**config.mk**
```make
export PLATFORM = sky130hd
export DESIGN_NAME = ddr_init_seq
export DESIGN_NICKNAME = d
export VERILOG_FILES = /design/src/rtl/ddr_pkg.sv /design/src/rtl/ddr_gap_timer.sv /design/src/rtl/ddr_init_seq.sv
export SDC_FILE = /design/constraint.sdc
export NUM_CORES = 1
export LEC_CHECK = 0
export ABC_AREA = 0
export BUFFER_PORTS_ARGS = -buffer_cell sky130_fd_sc_hd__buf_2
export CORE_MARGIN = 2
export CORE_UTILIZATION = 53
export CTS_CLUSTER_SIZE = 14
export DETAILED_ROUTE_END_ITERATION = 12
export PLACE_DENSITY = 0.79
export SETUP_SLACK_MARGIN = 0.4
export SKIP_CTS_REPAIR_TIMING = 1
export SLEW_MARGIN = 0
export SYNTH_ARGS = -nofsm -noshare
export SYNTH_HDL_FRONTEND = slang
export SYNTH_SLANG_ARGS = --single-unit
```
**constraint.sdc**
```tcl
create_clock -name clk -period 4.9 [get_ports clk]
set_input_delay 0.98 -clock clk [delete_from_list [all_inputs] [get_ports clk]]
set_output_delay 0.98 -clock clk [all_outputs]
set_load 0.02 [all_outputs]
```
**src/rtl/ddr_pkg.sv**
```systemverilog
// Shared definitions for the DDR SDRAM power-up initialisation sequencer.
package ddr_pkg;

    localparam int unsigned CMD_W  = 4;
    localparam int unsigned BA_W   = 2;
    localparam int unsigned ADDR_W = 13;

    // Mode-register address bits with special meaning during init.
    localparam int unsigned MR_DLL_RESET_BIT = 8;
    localparam int unsigned ADDR_A10_BIT     = 10;

    // {cs_n, ras_n, cas_n, we_n}
    typedef enum logic [CMD_W-1:0] {
        CMD_LOAD_MODE    = 4'b0000,
        CMD_AUTO_REFRESH = 4'b0001,
        CMD_PRECHARGE    = 4'b0010,
        CMD_NOP          = 4'b0111,
        CMD_DESELECT     = 4'b1111
    } ddr_cmd_e;

    typedef enum logic [3:0] {
        ST_WAIT_STABLE,
        ST_CKE_NOP,
        ST_PRE1,
        ST_EMRS,
        ST_MRS_DLL,
        ST_PRE2,
        ST_AREF1,
        ST_AREF2,
        ST_MRS,
        ST_DLL_WAIT,
        ST_DONE
    } init_state_e;

    // Everything the sequencer drives toward the SDRAM pins.
    typedef struct packed {
        logic              cke;
        ddr_cmd_e          cmd;
        logic [BA_W-1:0]   ba;
        logic [ADDR_W-1:0] addr;
        logic              init_done;
    } ddr_bus_t;

    localparam ddr_bus_t BUS_RESET = '{
        cke:       1'b0,
        cmd:       CMD_DESELECT,
        ba:        '0,
        addr:      '0,
        init_done: 1'b0
    };

    function automatic int unsigned max_u(input int unsigned a, input int unsigned b);
        return (a > b) ? a : b;
    endfunction

endpackage

```
**src/rtl/ddr_gap_timer.sv**
```systemverilog
// Loadable saturating down-counter used for the stable-clock wait and command gaps.
module ddr_gap_timer #(
    parameter int unsigned W = 8
) (
    input  logic         clk_i,
    input  logic         rst_i,
    input  logic         load_i,
    input  logic [W-1:0] load_val_i,
    output logic [W-1:0] count_o
);

    logic [W-1:0] cnt_q;
    logic [W-1:0] cnt_d;

    // Load wins; otherwise count down and stick at zero.
    always_comb begin
        cnt_d = cnt_q;
        if (load_i) begin
            cnt_d = load_val_i;
        end else if (cnt_q != '0) begin
            cnt_d = cnt_q - W'(1);
        end
    end

    // Counter register, cleared while reset is high.
    always_ff @(posedge clk_i or posedge rst_i) begin
        if (rst_i) begin
            cnt_q <= '0;
        end else begin
            cnt_q <= cnt_d;
        end
    end

    assign count_o = cnt_q;

endmodule

```
**src/rtl/ddr_init_seq.sv**
```systemverilog
// DDR SDRAM power-up initialisation sequencer: stable-clock wait, CKE, precharge,
// EMRS/MRS programming, two auto-refreshes and the DLL lock wait.
module ddr_init_seq
    import ddr_pkg::*;
#(
    parameter int unsigned WAIT_CYCLES = 26600,
    parameter int unsigned DLL_CYCLES  = 200,
    parameter int unsigned T_RP        = 3,
    parameter int unsigned T_MRD       = 2,
    parameter int unsigned T_RFC       = 10,
    parameter logic [12:0] MODE_REG    = 13'h061
) (
    input  logic        clk,
    input  logic        rst,
    output logic        cke,
    output logic [3:0]  cmd,
    output logic [1:0]  ba,
    output logic [12:0] addr,
    output logic        initDone
);

    localparam int unsigned MAX_P = max_u(max_u(max_u(WAIT_CYCLES, DLL_CYCLES),
                                                max_u(T_RP, T_MRD)), T_RFC);
    localparam int unsigned CW    = $clog2(MAX_P) + 1;

    // Timer reload values: a slot of N cycles loads N-1 and ends when the timer hits 0.
    // The wait loads two less because its first cycle is spent arming the timer.
    localparam logic [CW-1:0] LD_WAIT    = CW'((WAIT_CYCLES >= 2) ? (WAIT_CYCLES - 2) : 0);
    localparam logic [CW-1:0] LD_CKE_NOP = CW'(1);
    localparam logic [CW-1:0] LD_RP      = CW'((T_RP  >= 1) ? (T_RP  - 1) : 0);
    localparam logic [CW-1:0] LD_MRD     = CW'((T_MRD >= 1) ? (T_MRD - 1) : 0);
    localparam logic [CW-1:0] LD_RFC     = CW'((T_RFC >= 1) ? (T_RFC - 1) : 0);
    localparam logic [CW-1:0] DLL_TARGET = CW'(DLL_CYCLES);
    localparam logic [CW-1:0] CNT_MAX    = '1;

    localparam logic [ADDR_W-1:0] ADDR_A10     = ADDR_W'(1) << ADDR_A10_BIT;
    localparam logic [ADDR_W-1:0] ADDR_MRS_DLL = MODE_REG | (ADDR_W'(1) << MR_DLL_RESET_BIT);

    init_state_e   state_q, state_d;
    logic          armed_q, armed_d;
    logic [CW-1:0] dll_cnt_q, dll_cnt_d;
    logic          dll_run_q, dll_run_d;
    ddr_bus_t      bus_q, bus_d;

    logic          gap_load;
    logic [CW-1:0] gap_load_val;
    logic [CW-1:0] gap_cnt;
    logic          gap_zero;
    logic          dll_reached;
    logic          entering;

    // Slot length (minus one) of each timed state.
    function automatic logic [CW-1:0] slot_load(input init_state_e s);
        case (s)
            ST_CKE_NOP:                   return LD_CKE_NOP;
            ST_PRE1, ST_PRE2:             return LD_RP;
            ST_EMRS, ST_MRS_DLL, ST_MRS:  return LD_MRD;
            ST_AREF1, ST_AREF2:           return LD_RFC;
            default:                      return '0;
        endcase
    endfunction

    ddr_gap_timer #(
        .W (CW)
    ) u_gap_timer (
        .clk_i      (clk),
        .rst_i      (rst),
        .load_i     (gap_load),
        .load_val_i (gap_load_val),
        .count_o    (gap_cnt)
    );

    assign gap_zero    = (gap_cnt == '0);
    assign dll_reached = (dll_cnt_q >= DLL_TARGET);

    // Next state, timer control, DLL counter and the pin values for the next cycle.
    always_comb begin
        state_d      = state_q;
        armed_d      = armed_q;
        dll_run_d    = dll_run_q;
        dll_cnt_d    = (dll_run_q && (dll_cnt_q != CNT_MAX)) ? (dll_cnt_q + CW'(1)) : dll_cnt_q;
        gap_load     = 1'b0;
        gap_load_val = '0;
        bus_d        = BUS_RESET;

        case (state_q)
            ST_WAIT_STABLE: begin
                if (!armed_q) begin
                    armed_d = 1'b1;
                    if (WAIT_CYCLES <= 1) begin
                        state_d = ST_CKE_NOP;
                    end
                end else if (gap_zero) begin
                    state_d = ST_CKE_NOP;
                end
            end
            ST_CKE_NOP:  if (gap_zero) state_d = ST_PRE1;
            ST_PRE1:     if (gap_zero) state_d = ST_EMRS;
            ST_EMRS:     if (gap_zero) state_d = ST_MRS_DLL;
            ST_MRS_DLL:  if (gap_zero) state_d = ST_PRE2;
            ST_PRE2:     if (gap_zero) state_d = ST_AREF1;
            ST_AREF1:    if (gap_zero) state_d = ST_AREF2;
            ST_AREF2:    if (gap_zero) state_d = ST_MRS;
            ST_MRS:      if (gap_zero) state_d = dll_reached ? ST_DONE : ST_DLL_WAIT;
            ST_DLL_WAIT: if (dll_reached) state_d = ST_DONE;
            ST_DONE:     state_d = ST_DONE;
            default:     state_d = ST_WAIT_STABLE;
        endcase

        entering = (state_d != state_q);

        if (entering) begin
            gap_load     = 1'b1;
            gap_load_val = slot_load(state_d);
        end else if ((state_q == ST_WAIT_STABLE) && !armed_q) begin
            gap_load     = 1'b1;
            gap_load_val = LD_WAIT;
        end

        // The DLL lock window opens on the cycle the DLL-reset MRS is on the bus.
        if (entering && (state_d == ST_MRS_DLL)) begin
            dll_cnt_d = CW'(1);
            dll_run_d = 1'b1;
        end

        bus_d.cke       = (state_d != ST_WAIT_STABLE);
        bus_d.cmd       = (state_d == ST_WAIT_STABLE) ? CMD_DESELECT : CMD_NOP;
        bus_d.init_done = (state_d == ST_DONE);

        // A command occupies only the first cycle of its slot.
        if (entering) begin
            case (state_d)
                ST_PRE1, ST_PRE2: begin
                    bus_d.cmd  = CMD_PRECHARGE;
                    bus_d.addr = ADDR_A10;
                end
                ST_EMRS: begin
                    bus_d.cmd = CMD_LOAD_MODE;
                    bus_d.ba  = BA_W'(1);
                end
                ST_MRS_DLL: begin
                    bus_d.cmd  = CMD_LOAD_MODE;
                    bus_d.addr = ADDR_MRS_DLL;
                end
                ST_AREF1, ST_AREF2: begin
                    bus_d.cmd = CMD_AUTO_REFRESH;
                end
                ST_MRS: begin
                    bus_d.cmd  = CMD_LOAD_MODE;
                    bus_d.addr = MODE_REG;
                end
                default: ;
            endcase
        end
    end

    // State, counters and registered pin drivers; reset aborts the sequence at once.
    always_ff @(posedge clk or posedge rst) begin
        if (rst) begin
            state_q   <= ST_WAIT_STABLE;
            armed_q   <= 1'b0;
            dll_cnt_q <= '0;
            dll_run_q <= 1'b0;
            bus_q     <= BUS_RESET;
        end else begin
            state_q   <= state_d;
            armed_q   <= armed_d;
            dll_cnt_q <= dll_cnt_d;
            dll_run_q <= dll_run_d;
            bus_q     <= bus_d;
        end
    end

    assign cke      = bus_q.cke;
    assign cmd      = bus_q.cmd;
    assign ba       = bus_q.ba;
    assign addr     = bus_q.addr;
    assign initDone = bus_q.init_done;

endmodule

```
## Word level (Yosys, flattened, before mapping)

Memories as Yosys holds them, arrays and structs flattened.
Index checks and enable logic that the tools add are counted.

- Reductions and logical operators: 14
- Magnitude comparators: 1
- Add/sub/neg operators: 2
- Equal/unequal tests: 20
- Mux-type cells: 26

Operators by type and width:

| operator | number |
|---|---|
| $mux 16 | 5 |
| $mux 4 | 12 |
| $pmux 4 s11 | 1 |
| $pmux 11 s3 | 1 |
| $eq 4x3->1 const B | 8 |
| $eq 4x4->1 const B | 5 |
| $mux 19 | 1 |
| $add 16x1->16 const B | 1 |
| $eq 4x2->1 const B | 4 |
| $ge 16x8->1 const B | 1 |
| $logic_not 16->1 | 1 |
| $ne 16x16->1 const B | 1 |
| $reduce_bool 16->1 | 1 |
| $sub 16x1->16 const B | 1 |
| $mux 15 | 1 |
| $pmux 4 s3 | 1 |
| $logic_not 4->1 | 2 |
| $eq 4x1->1 const B | 1 |
| $ne 4x4->1 | 1 |
| $reduce_bool 2->1 | 2 |
| $reduce_bool 4->1 | 1 |
| $reduce_or 2->1 | 2 |
| $logic_and 1x1->1 | 3 |
| $mux 1 | 3 |
| other kinds (3) | 3 |

- Bits of input ports: 2
- Memory bits (read-only): 48
- Register bits: 59
- Memories: 1
- Output and inout port bits: 21

Memories:

| name | depth | width | read ports | clocked after Yosys merged registers in | write ports | RTL line | text |
|---|---|---|---|---|---|---|---|
| (no name shown) | 16 | 3 | 1 | 0 | 0 | ddr_init_seq.sv:54 | `case (s)` |

## Depth between registers and ports, before layout

Gate-level depths: netlist of run 1.

- Depth in word-level cells: 8
- Mapped depth: 11
- Depth with buffers taken out: 9

## Cells and area by module

From an unflattened synthesis of run 1, not the netlist that was laid out.

- Cell total of the unflattened synthesis: 320
- Area total of the unflattened synthesis: 2922.8 µm²

By module, submodules not included:

| module | seq. area each (µm²) | area each (µm²) | times used | cells an instance |
|---|---|---|---|---|
| ddr_init_seq | 805.8 | 1861.8 | 1 | 209 |
| ddr_gap_timer | 400.4 | 1061.0 | 1 | 111 |

## Worst setup path after synthesis of run 1

Ideal clock, no wire load.

- Path type: reg2reg
- From: register u_gap_timer.cnt_q[6] (netlist: u_gap_timer.count_o[6])
- To: register dll_cnt_q[10]
- Path buffers: 2
- Cell stages (with the launch flop): 10
- Required time: 4.779 ns
- Data arrival time: 3.067 ns
- Setup slack: 1.712 ns
- Library setup time: 0.121 ns
- Cell sequence: dfrtp_1 or4_4 or4_4 buf_6 nor3_1 mux2i_1 nand2_1 nor3_2 buf_2 nor2_1

- Cells in the longest elaborated chain, start to end: 7

RTL lines:

| element | RTL line | text |
|---|---|---|
| from (decl) | ddr_gap_timer.sv:12 | `logic [W-1:0] cnt_q;` |
| from (signal assigned) | ddr_gap_timer.sv:30 | `cnt_q <= cnt_d;` |
| $logic_not 16->1 * | ddr_init_seq.sv:73 | `assign gap_zero = (gap_cnt == '0);` |
| $mux 4 | ddr_init_seq.sv:93 | `end else if (gap_zero) begin` |
| $mux 4 | ddr_init_seq.sv:88 | `if (!armed_q) begin` |
| $pmux 4 s11 * | ddr_init_seq.sv:86 | `case (state_q)` |
| net state_d[2] | ddr_init_seq.sv:39 | `init_state_e state_q, state_d;` |
| $ne 4x4->1 or $eq 4x3->1 (tied branches) | ddr_init_seq.sv:110, ddr_init_seq.sv:121 |  |
| $logic_and 1x1->1 * | ddr_init_seq.sv:121 | `if (entering && (state_d == ST_MRS_DLL)) begin` |
| $mux 16 or $reduce_bool 2->1 (tied branches) | - |  |
| to (signal assigned) | ddr_init_seq.sv:168 | `dll_cnt_q <= dll_cnt_d;` |
| to (decl) | ddr_init_seq.sv:41 | `logic [CW-1:0] dll_cnt_q, dll_cnt_d;` |

The timed path passes the listed nets; every way through them passes the cells marked *.
A chain may end at the register's enable or synchronous reset.

## Worst setup path in the final report of run 1

- From: register u_gap_timer.cnt_q[6] (netlist: u_gap_timer.count_o[6])
- To: register dll_cnt_q[14]

The elaborated chain is that of the path after synthesis.

==> impl_metrics.env, run 1 <==
export IMPL_status="finished, final reports clean"
export IMPL_synthArstFlopShare=1.00
export IMPL_maxSlewHeadroom=0.351
export IMPL_grt_pass1_wl_um=8330
export IMPL_min_path_type="reg -> reg"
export IMPL_grt_pass1_vias=1836
export IMPL_r2r_start="u_gap_timer.count_o[6]"
export IMPL_die_area_sq_um=5560
export IMPL_period_minus_slack_ns=3.81
export IMPL_highest_layer="met4"
export IMPL_cts_buffers=5
export IMPL_grt_max_degree=49
export IMPL_slew_violations=0
export IMPL_via_per_inst=5.63
export IMPL_crit_chain="or4_4 > or4_4 > nor3_1 > mux2i_1 > nand2_1 > nor3_2 > nor3_1"
export IMPL_core_area_sq_um=4750
export IMPL_syn_inst=284
export IMPL_place_gp_congestion=0.863
export IMPL_cts_htree_levels=2
export IMPL_critPathSlowestCell="nor3_2"
export IMPL_antenna_left=0
export IMPL_dp_slack_ns=1.10
export IMPL_clock_latency_ns=0.30
export IMPL_ir_worst_vdd_v=0.000117
export IMPL_crit_arrival_ns=3.96
export IMPL_skew_ns=0.0103
export IMPL_grt_util_all_layers=0.196
export IMPL_synth_area_leaders="dfrtp_1 42%, xnor2_1 5.0%, nor2_1 4.8%"
export IMPL_finalWirelength_um=4790
export IMPL_rsz0062_at_grt="no"
export IMPL_antenna_cells=0
export IMPL_die_h_um=74.5
export IMPL_timing_final_crit_share=0.778
export IMPL_cts_root_buffer_cell="clkbuf_8"
export IMPL_num_io_pins=23
export IMPL_layout_area_overhead_vs_synth_pct=5.31
export IMPL_required_ns=5.05
export IMPL_critPathMaxStageDelay_ns=0.77
export IMPL_total_leakage_power_uw=0.00113
export IMPL_critical_path_peak_fanout=16
export IMPL_antenna_found_initial=0
export IMPL_synth_area_sq_um=2640
export IMPL_ys_flop_type="dfrtp_1"
export IMPL_routedWlPerCell_um=13.4
export IMPL_path_class="reg -> reg"
export IMPL_met2_length_um=2210
export IMPL_vias=2009
export IMPL_finalNetCount=294
export IMPL_syn_area_per_cell_sq_um=9.29
export IMPL_dieWidth_um=74.5
export IMPL_setup_viol=0
export IMPL_yosysSeqAreaShare=0.457
export IMPL_p_per_area_nw_per_um2=235
export IMPL_drive_gt1_frac=0.131
export IMPL_synth_edf_count=0
export IMPL_crit_path_end_kind="register"
export IMPL_place_hpwl_um=3230
export IMPL_yosys_area_top_type="dfrtp_1"
export IMPL_cp_startpoint="u_gap_timer.count_o[6]"
export IMPL_drt_iter0_markers=111
export IMPL_cts_tree="built"
export IMPL_drt_drc_violations_left=0
export IMPL_clkSlewWorstSetupHoldPaths_ns=0.09
export IMPL_start_util=0.555
export IMPL_tightest_slew_ns=0.969
export IMPL_cts_sinks=48
export IMPL_fmax_mhz=262
export IMPL_met3WireLength_um=180
export IMPL_wl_met1_um=2310
export IMPL_drv_cap=0
export IMPL_hold_viol=0
export IMPL_synth_seq_cells=48
export IMPL_fin_ws_ns=1.09
export IMPL_rows=25
export IMPL_drtPass1Iterations=4
export IMPL_portBuffers=13
export IMPL_hold_start="armed_q"
export IMPL_fillers=439
export IMPL_yosysWarnings=0
export IMPL_finalSetupTns_ns=0
export IMPL_clockBufferDepth=2
export IMPL_start_kind="register"
export IMPL_grt_overflow_total=0
export IMPL_yosysTopAreaCellShare=0.417
export IMPL_synth_distinct_cells=52
[registers in the layout, indices dropped and copies added, names as in the netlist]
register,flops
dll_cnt_q,16
cmd,4
initDone,1
state_q,4
dll_run_q,1
ba,1
cke,1
armed_q,1
addr,3
u_gap_timer.count_o,16
[worst max-delay path, delay by kind of cell (launching register included)]
family           cells  cell delay (ns)
AND/OR/NAND/NOR      6             2.65
multiplexers         1             0.57
flip-flops           1             0.43
[final cells by class]
type	count	area (sq um)	area share
Timing Repair Buffer	14	72.6	0.0261
Tap cell	67	83.8	0.0302
Clock buffer	7	86.3	0.0311
Inverter	12	45.0	0.0162
Sequential cell	48	1210	0.434
Multi-Input combinational cell	208	1280	0.459
Clock inverter	1	7.51	0.00270
[power breakdown]
part           internal, uW  total [uW]  switching, uW
sequential              396         396              0
combinational         0.346        13.8           13.4
clock                   115         243            129
[logic make-up (layout without fill, tap and decap cells)]
kind of cell / count (synthesis) / in the layout / synth area share
adder cells (fa/ha/maj): 3 / 3 / 0.0142
flip-flops: 48 / 48 / 0.457
buffers and inverters: 36 / 34 / 0.0702
other: 1 / 9 / 0.00142
AO/OA/AOI/OAI: 41 / 41 / 0.106
XOR/XNOR: 25 / 25 / 0.0830
AND/OR/NAND/NOR: 126 / 126 / 0.252
multiplexers: 4 / 4 / 0.0157
[through the flow]
step | utilization | area [sq um] | std cells | total power [uW] | hold WS [ns]
2_1_floorplan | - | 2670 | 292 | 421 | 0.455
3_3_place_gp | 0.564 | 2680 | 349 | 418 | 0.475
3_5_place_dp | 0.564 | 2680 | 349 | 418 | 0.489
4_1_cts | 0.584 | 2780 | 357 | 661 | 0.510
5_1_grt | 0.584 | 2780 | 357 | 678 | 0.543
6_report | 0.584 | 2780 | 357 | 653 | 0.505
[synth_stat cells (2+ instances only)]
cell and instances:
nand2_1 15, dfstp_2 4, nor4_1 10, or2_2 4
a211oi_1 2, a31oi_1 3, clkbuf_1 11, nor2_1 34
nand4_1 4, o21ai_0 14, nand3_1 14, nor3b_1 3
or4_4 3, nor3_1 15, inv_1 11, dfrtp_1 44
a2bb2oi_1 2, and3_1 3, nand2b_1 8, o31ai_1 2
ha_1 3, mux2i_1 3, xnor2_1 15, or3_1 5
buf_4 11, xor2_1 10, a21oi_1 5, a21boi_0 2
[metal layers]
layer,vias to the layer above,GRT usage
met4,0,0.0813
met3,8,0.0366
met2,47,0.298
met1,976,0.278
met5,-,0
li1,978,-
[placed cells by master, fill, tap and decap left out, drive strengths merged, types with 2 or more instances in the layout]
master	instances
a21boi	3
nor3	16
clkbuf	7
nand2	15
o21ai	15
or3	5
dfrtp	44
a211oi	2
a21oi	5
a2bb2oi	2
xnor2	15
inv	12
xor2	10
a31oi	3
nand4	4
nor4	10
or2	4
conb	9
or4	4
nand2b	8
nand3	14
buf	14
ha	3
mux2i	3
o31ai	3
nor2	34
nor3b	3
and3	3
dfstp	4
[path summary, 6_finish.rpt]
kind / endpoint / slack (ns) / cells past startpoint
max: dll_cnt_q[14] / 1.09 / 7
min: armed_q / 0.51 / 1
max reg2reg: dll_cnt_q[14] / 1.09 / 7
min reg2reg: armed_q / 0.51 / 1
max in group asynchronous: u_gap_timer.count_o[2] / 3.41 / 2
min in group asynchronous: dll_cnt_q[12] / 0.89 / 2
Note: power is estimated with default switching activity, not from simulation.
==> inputs of run 2 (changes only) <==
==> constraint.sdc (replaced) <==
create_clock -name clk -period 3.9 [get_ports clk]
set_input_delay 0.78 -clock clk [delete_from_list [all_inputs] [get_ports clk]]
set_output_delay 0.78 -clock clk [all_outputs]
set_load 0.02 [all_outputs]
==> impl_metrics.env, run 2 (synthesis results as in run 1) <==
export IMPL_cts_root_buffer_cell="clkbuf_8"
export IMPL_die_h_um=74.5
export IMPL_p_per_area_nw_per_um2=291
export IMPL_layout_area_overhead_vs_synth_pct=6.17
export IMPL_num_io_pins=23
export IMPL_multi_input_area_sq_um=1280
export IMPL_rsz0062_at_grt="no"
export IMPL_grt_pass1_wl_um=8240
export IMPL_cts_sinks=48
export IMPL_hold_viol=0
export IMPL_layout_common_cells="44 x dfrtp_1, 34 x nor2_1, 15 x nand2_1, 15 x nor3_1, 15 x xnor2_1"
export IMPL_r2r_end="dll_cnt_q[2]"
export IMPL_cp_buffers_inverters=1
export IMPL_critPathMaxStageDelay_ns=0.58
export IMPL_routedWlPerCell_um=13.4
export IMPL_stdcell_area_sq_um=2800
export IMPL_fillers=412
export IMPL_critical_path_peak_fanout=16
export IMPL_start_kind="register"
export IMPL_drt_drc_violations_left=0
export IMPL_grt_overflow_total=0
export IMPL_reg2reg_depth=8
export IMPL_drive_gt1_frac=0.144
export IMPL_grt_util_all_layers=0.193
export IMPL_dp_slack_ns=0.569
export IMPL_start_util=0.555
export IMPL_crit_path_end_kind="register"
export IMPL_place_area_sq_um=2700
export IMPL_holdPathStages=1
export IMPL_fmax_mhz=312
export IMPL_status="finished, final reports clean"
export IMPL_antenna_left=0
export IMPL_antenna_cells=0
export IMPL_antenna_found_initial=0
export IMPL_grt_pass1_vias=1793
export IMPL_place_gp_congestion=0.904
export IMPL_slew_violations=0
export IMPL_final_common_cell="dfrtp_1"
export IMPL_vias=1988
export IMPL_cts_htree_levels=2
export IMPL_setup_viol=0
export IMPL_maxSlewHeadroom=0.341
export IMPL_total_leakage_power_uw=0.00115
export IMPL_whs_endpoint="armed_q"
export IMPL_critPathTopFamily="simple AND/OR/NAND/NOR gates"
export IMPL_hold_start="armed_q"
export IMPL_clkSlewWorstSetupHoldPaths_ns=0.09
export IMPL_finalSetupTns_ns=0
export IMPL_r2r_slack_ns=0.69
export IMPL_r2r_start="u_gap_timer.count_o[6]"
export IMPL_drv_cap=0
export IMPL_tightest_slew_ns=0.988
export IMPL_grt_max_degree=49
export IMPL_drt_iter0_markers=64
export IMPL_finalNetCount=296
export IMPL_portBuffers=13
export IMPL_cts_buffers=5
export IMPL_min_path_type="reg -> reg"
export IMPL_cts_tree="built"
export IMPL_finalWirelength_um=4800
export IMPL_ir_worst_vdd_v=0.000206
export IMPL_holdWs_ns=0.502
export IMPL_rows=25
export IMPL_required_ns=4.07
export IMPL_crit_chain="or4_4 > or4_4 > nor3_1 > mux2i_2 > nand2_1 > nor3_2 > buf_4 > nor3_1"
export IMPL_core_area_sq_um=4750
export IMPL_seqCellArea_sq_um=1210
export IMPL_critPathSlowestCell="or4_4"
export IMPL_clock_latency_ns=0.29
export IMPL_place_hpwl_um=3330
export IMPL_fin_ws_ns=0.691
export IMPL_clockBufferDepth=2
export IMPL_skew_ns=0.0135
export IMPL_drtPass1Iterations=4
export IMPL_crit_arrival_ns=3.38
export IMPL_path_class="reg -> reg"
export IMPL_timing_final_crit_share=0.823
export IMPL_die_area_sq_um=5560
export IMPL_period_minus_slack_ns=3.21
export IMPL_dieWidth_um=74.5
export IMPL_via_per_inst=5.54
run 2: cell count changes in the layout (fill, tap and decap cells not counted), sizes merged:
| cell | previous run | this run |
|---|---|---|
| buf | 14 | 16 |
run 2: metal layers:
metal,GRT usage,vias to the layer above,share of wire
met5,0,-,0
li1,-,979,-
met4,0.0655,0,0.0071
met2,0.299,45,0.48
met1,0.275,962,0.48
met3,0.0339,2,0.033
run 2: how the worst max path moves through the flow:
| stage | start | endpoint | slack (ns) | depth (start not counted) |
|---|---|---|---|---|
| 5_1_grt | u_gap_timer.count_o[6] | dll_cnt_q[2] | 0.44 | 8 |
| 3_5_place_dp | u_gap_timer.count_o[6] | dll_run_q | 0.57 | 8 |
| 6_report | u_gap_timer.count_o[6] | dll_cnt_q[2] | 0.69 | 8 |
| 3_3_place_gp | u_gap_timer.count_o[6] | dll_run_q | 0.63 | 8 |
| 4_1_cts | u_gap_timer.count_o[6] | dll_run_q | 0.55 | 8 |
| 2_1_floorplan | u_gap_timer.count_o[6] | dll_cnt_q[10] | 0.71 | 9 |
run 2: worst register-to-register path, stage by stage (launching register included):
cell and delay, ns:
dfrtp_1 0.44, or4_4 0.58, or4_4 0.50, nor3_1 0.46, mux2i_2 0.48, nand2_1 0.17
nor3_2 0.13, buf_4 0.23, nor3_1 0.08
run 2: where the power goes:
part | internal, uW | leakage (uW) | switching (uW)
sequential | 497 | 0.000601 | 0
combinational | 0.433 | 0.000506 | 17.1
clock | 144 | 0.0000445 | 157
total | 642 | 0.00115 | 174
run 2: per-stage QoR:
| step | util | instances | total power (uW) |
|---|---|---|---|
| 2_1_floorplan | - | 292 | 529 |
| 3_3_place_gp | 0.568 | 351 | 525 |
| 3_5_place_dp | 0.568 | 351 | 526 |
| 4_1_cts | 0.587 | 359 | 827 |
| 5_1_grt | 0.589 | 359 | 846 |
| 6_report | 0.589 | 359 | 816 |
run 2: layout make-up:
| type | count | area share |
|---|---|---|
| clock buffers | 7 | 0.0308 |
| clock inverters | 1 | 0.00268 |
| inverters | 12 | 0.0161 |
| multi-input cells | 208 | 0.458 |
| flip-flops and latches | 48 | 0.431 |
| well taps | 67 | 0.0299 |
| repair buffers | 16 | 0.0313 |
==> inputs of run 3 (changes only) <==
--- a/config.mk
+++ b/config.mk
@@ -11,7 +11,7 @@
 export CORE_UTILIZATION = 53
 export CTS_CLUSTER_SIZE = 14
 export DETAILED_ROUTE_END_ITERATION = 12
-export PLACE_DENSITY = 0.79
+export PLACE_DENSITY = 0.82
 export SETUP_SLACK_MARGIN = 0.4
 export SKIP_CTS_REPAIR_TIMING = 1
 export SLEW_MARGIN = 0
==> constraint.sdc (replaced) <==
create_clock -name clk -period 2.6 [get_ports clk]
set_input_delay 0.52 -clock clk [delete_from_list [all_inputs] [get_ports clk]]
set_output_delay 0.52 -clock clk [all_outputs]
set_load 0.02 [all_outputs]
==> impl_metrics.env, run 3 (synthesis results as in run 1) <==
export IMPL_start_util=0.555
export IMPL_status="finished with violations"
export IMPL_antenna_left=0
export IMPL_cp_buffers_inverters=2
export IMPL_timing_final_crit_share=1.20
export IMPL_path_class="reg -> reg"
export IMPL_core_area_sq_um=4750
export IMPL_grt_util_all_layers=0.228
export IMPL_ir_worst_vdd_v=0.000364
export IMPL_place_gp_congestion=0.894
export IMPL_critPathSlowestCell="or4_4"
export IMPL_drtPass1Iterations=5
export IMPL_grt_pass1_wl_um=9640
export IMPL_antenna_found_initial=0
export IMPL_grt_pass1_vias=2086
export IMPL_cts_root_buffer_cell="clkbuf_8"
export IMPL_finalNetCount=345
export IMPL_finalWirelength_um=7910
export IMPL_fin_ws_ns=-0.523
export IMPL_violations="setup timing"
export IMPL_fillers=302
export IMPL_die_area_sq_um=5560
export IMPL_critPathTopFamily="simple AND/OR/NAND/NOR gates"
export IMPL_clkSlewWorstSetupHoldPaths_ns=0.09
export IMPL_rsz0062_at_grt="yes"
export IMPL_total_power_uw=1370
export IMPL_via_per_inst=6.02
export IMPL_die_h_um=74.5
export IMPL_crit_chain="or4_4 > or4_4 > buf_6 > nor4_2 > a2bb2oi_2 > nand2_2 > nor3_4 > buf_6 > nor2_1"
export IMPL_grt_max_degree=20
export IMPL_total_leakage_power_uw=0.00145
export IMPL_final_util=0.728
export IMPL_fmax_mhz=320
export IMPL_antenna_cells=0
export IMPL_required_ns=2.80
export IMPL_slew_violations=0
export IMPL_holdWs_ns=0.157
export IMPL_multi_input_area_sq_um=1510
export IMPL_layout_area_overhead_vs_synth_pct=31.2
export IMPL_num_io_pins=23
export IMPL_vias=2457
export IMPL_critical_path_peak_fanout=10
export IMPL_grt_overflow_total=0
export IMPL_tightest_slew_ns=1.07
export IMPL_maxSlewHeadroom=0.278
export IMPL_start_kind="register"
export IMPL_portBuffers=13
export IMPL_clock_latency_ns=0.31
export IMPL_cts_buffers=5
export IMPL_place_hpwl_um=4060
export IMPL_period_minus_slack_ns=3.12
export IMPL_clockBufferDepth=2
export IMPL_drive_gt1_frac=0.343
export IMPL_skew_ns=0.00381
export IMPL_place_area_sq_um=3020
export IMPL_p_per_area_nw_per_um2=397
export IMPL_setup_viol=32
export IMPL_cts_tree="built"
export IMPL_cts_htree_levels=2
export IMPL_rows=25
export IMPL_drv_cap=0
export IMPL_routedWlPerCell_um=19.4
export IMPL_hold_viol=0
export IMPL_critPathMaxStageDelay_ns=0.56
export IMPL_min_path_type="in -> async"
export IMPL_crit_path_end_kind="register"
export IMPL_drt_iter0_markers=233
export IMPL_layout_common_cells="44 x dfrtp_1, 37 x buf_4, 31 x nor2_1"
export IMPL_stdcell_area_sq_um=3460
export IMPL_crit_arrival_ns=3.32
export IMPL_cts_sinks=48
export IMPL_drt_drc_violations_left=0
export IMPL_dieWidth_um=74.5
export IMPL_final_common_cell="dfrtp_1"
export IMPL_seqCellArea_sq_um=1210
-- run 3: stage by stage --
step | cells | setup slack (ns) | TNS (ns)
floorplan | 292 | -0.257 | -4.21
detailed placement | 384 | -0.302 | -6.81
global route | 408 | -0.523 | -12.51
CTS | 392 | -0.349 | -7.27
finish | 408 | -0.523 | -12.06
global placement | 384 | -0.258 | -5.36
-- run 3: per-layer routing --
| layer | routed length (um) | GRT usage | vias up |
|---|---|---|---|
| li1 | - | - | 1093 |
| met1 | 3030 | 0.300 | 1191 |
| met2 | 4000 | 0.376 | 144 |
| met3 | 533 | 0.0434 | 29 |
| met4 | 340 | 0.0873 | 0 |
| met5 | 0 | 0 | - |
-- run 3: final cells by class --
class,count,share of cell area
clock buffers,7,0.0278
flip-flops and latches,48,0.349
well taps,67,0.0242
multi-input cells,211,0.438
clock inverters,1,0.00868
inverters,12,0.0130
repair buffers,62,0.140
-- run 3: final timing paths --
kind | start | end | slack [ns] | cells after the start
setup / recovery | u_gap_timer.count_o[9] | dll_cnt_q[8] | -0.52 | 9
hold / removal | rst | u_gap_timer.count_o[5] | 0.16 | 2
setup reg to reg | u_gap_timer.count_o[9] | dll_cnt_q[8] | -0.52 | 9
hold reg to reg | armed_q | armed_q | 0.50 | 1
min in group clk | armed_q | armed_q | 0.50 | 1
max in group asynchronous | rst | cmd[3] | 1.82 | 3
-- run 3: report_power, final --
group          internal [uW]  leakage, uW  switching, uW  total (uW)
clock                    340    0.0000645            257         597
sequential               746     0.000601              0         746
combinational           2.66     0.000782           27.1        29.8
total                   1090      0.00145            285        1370
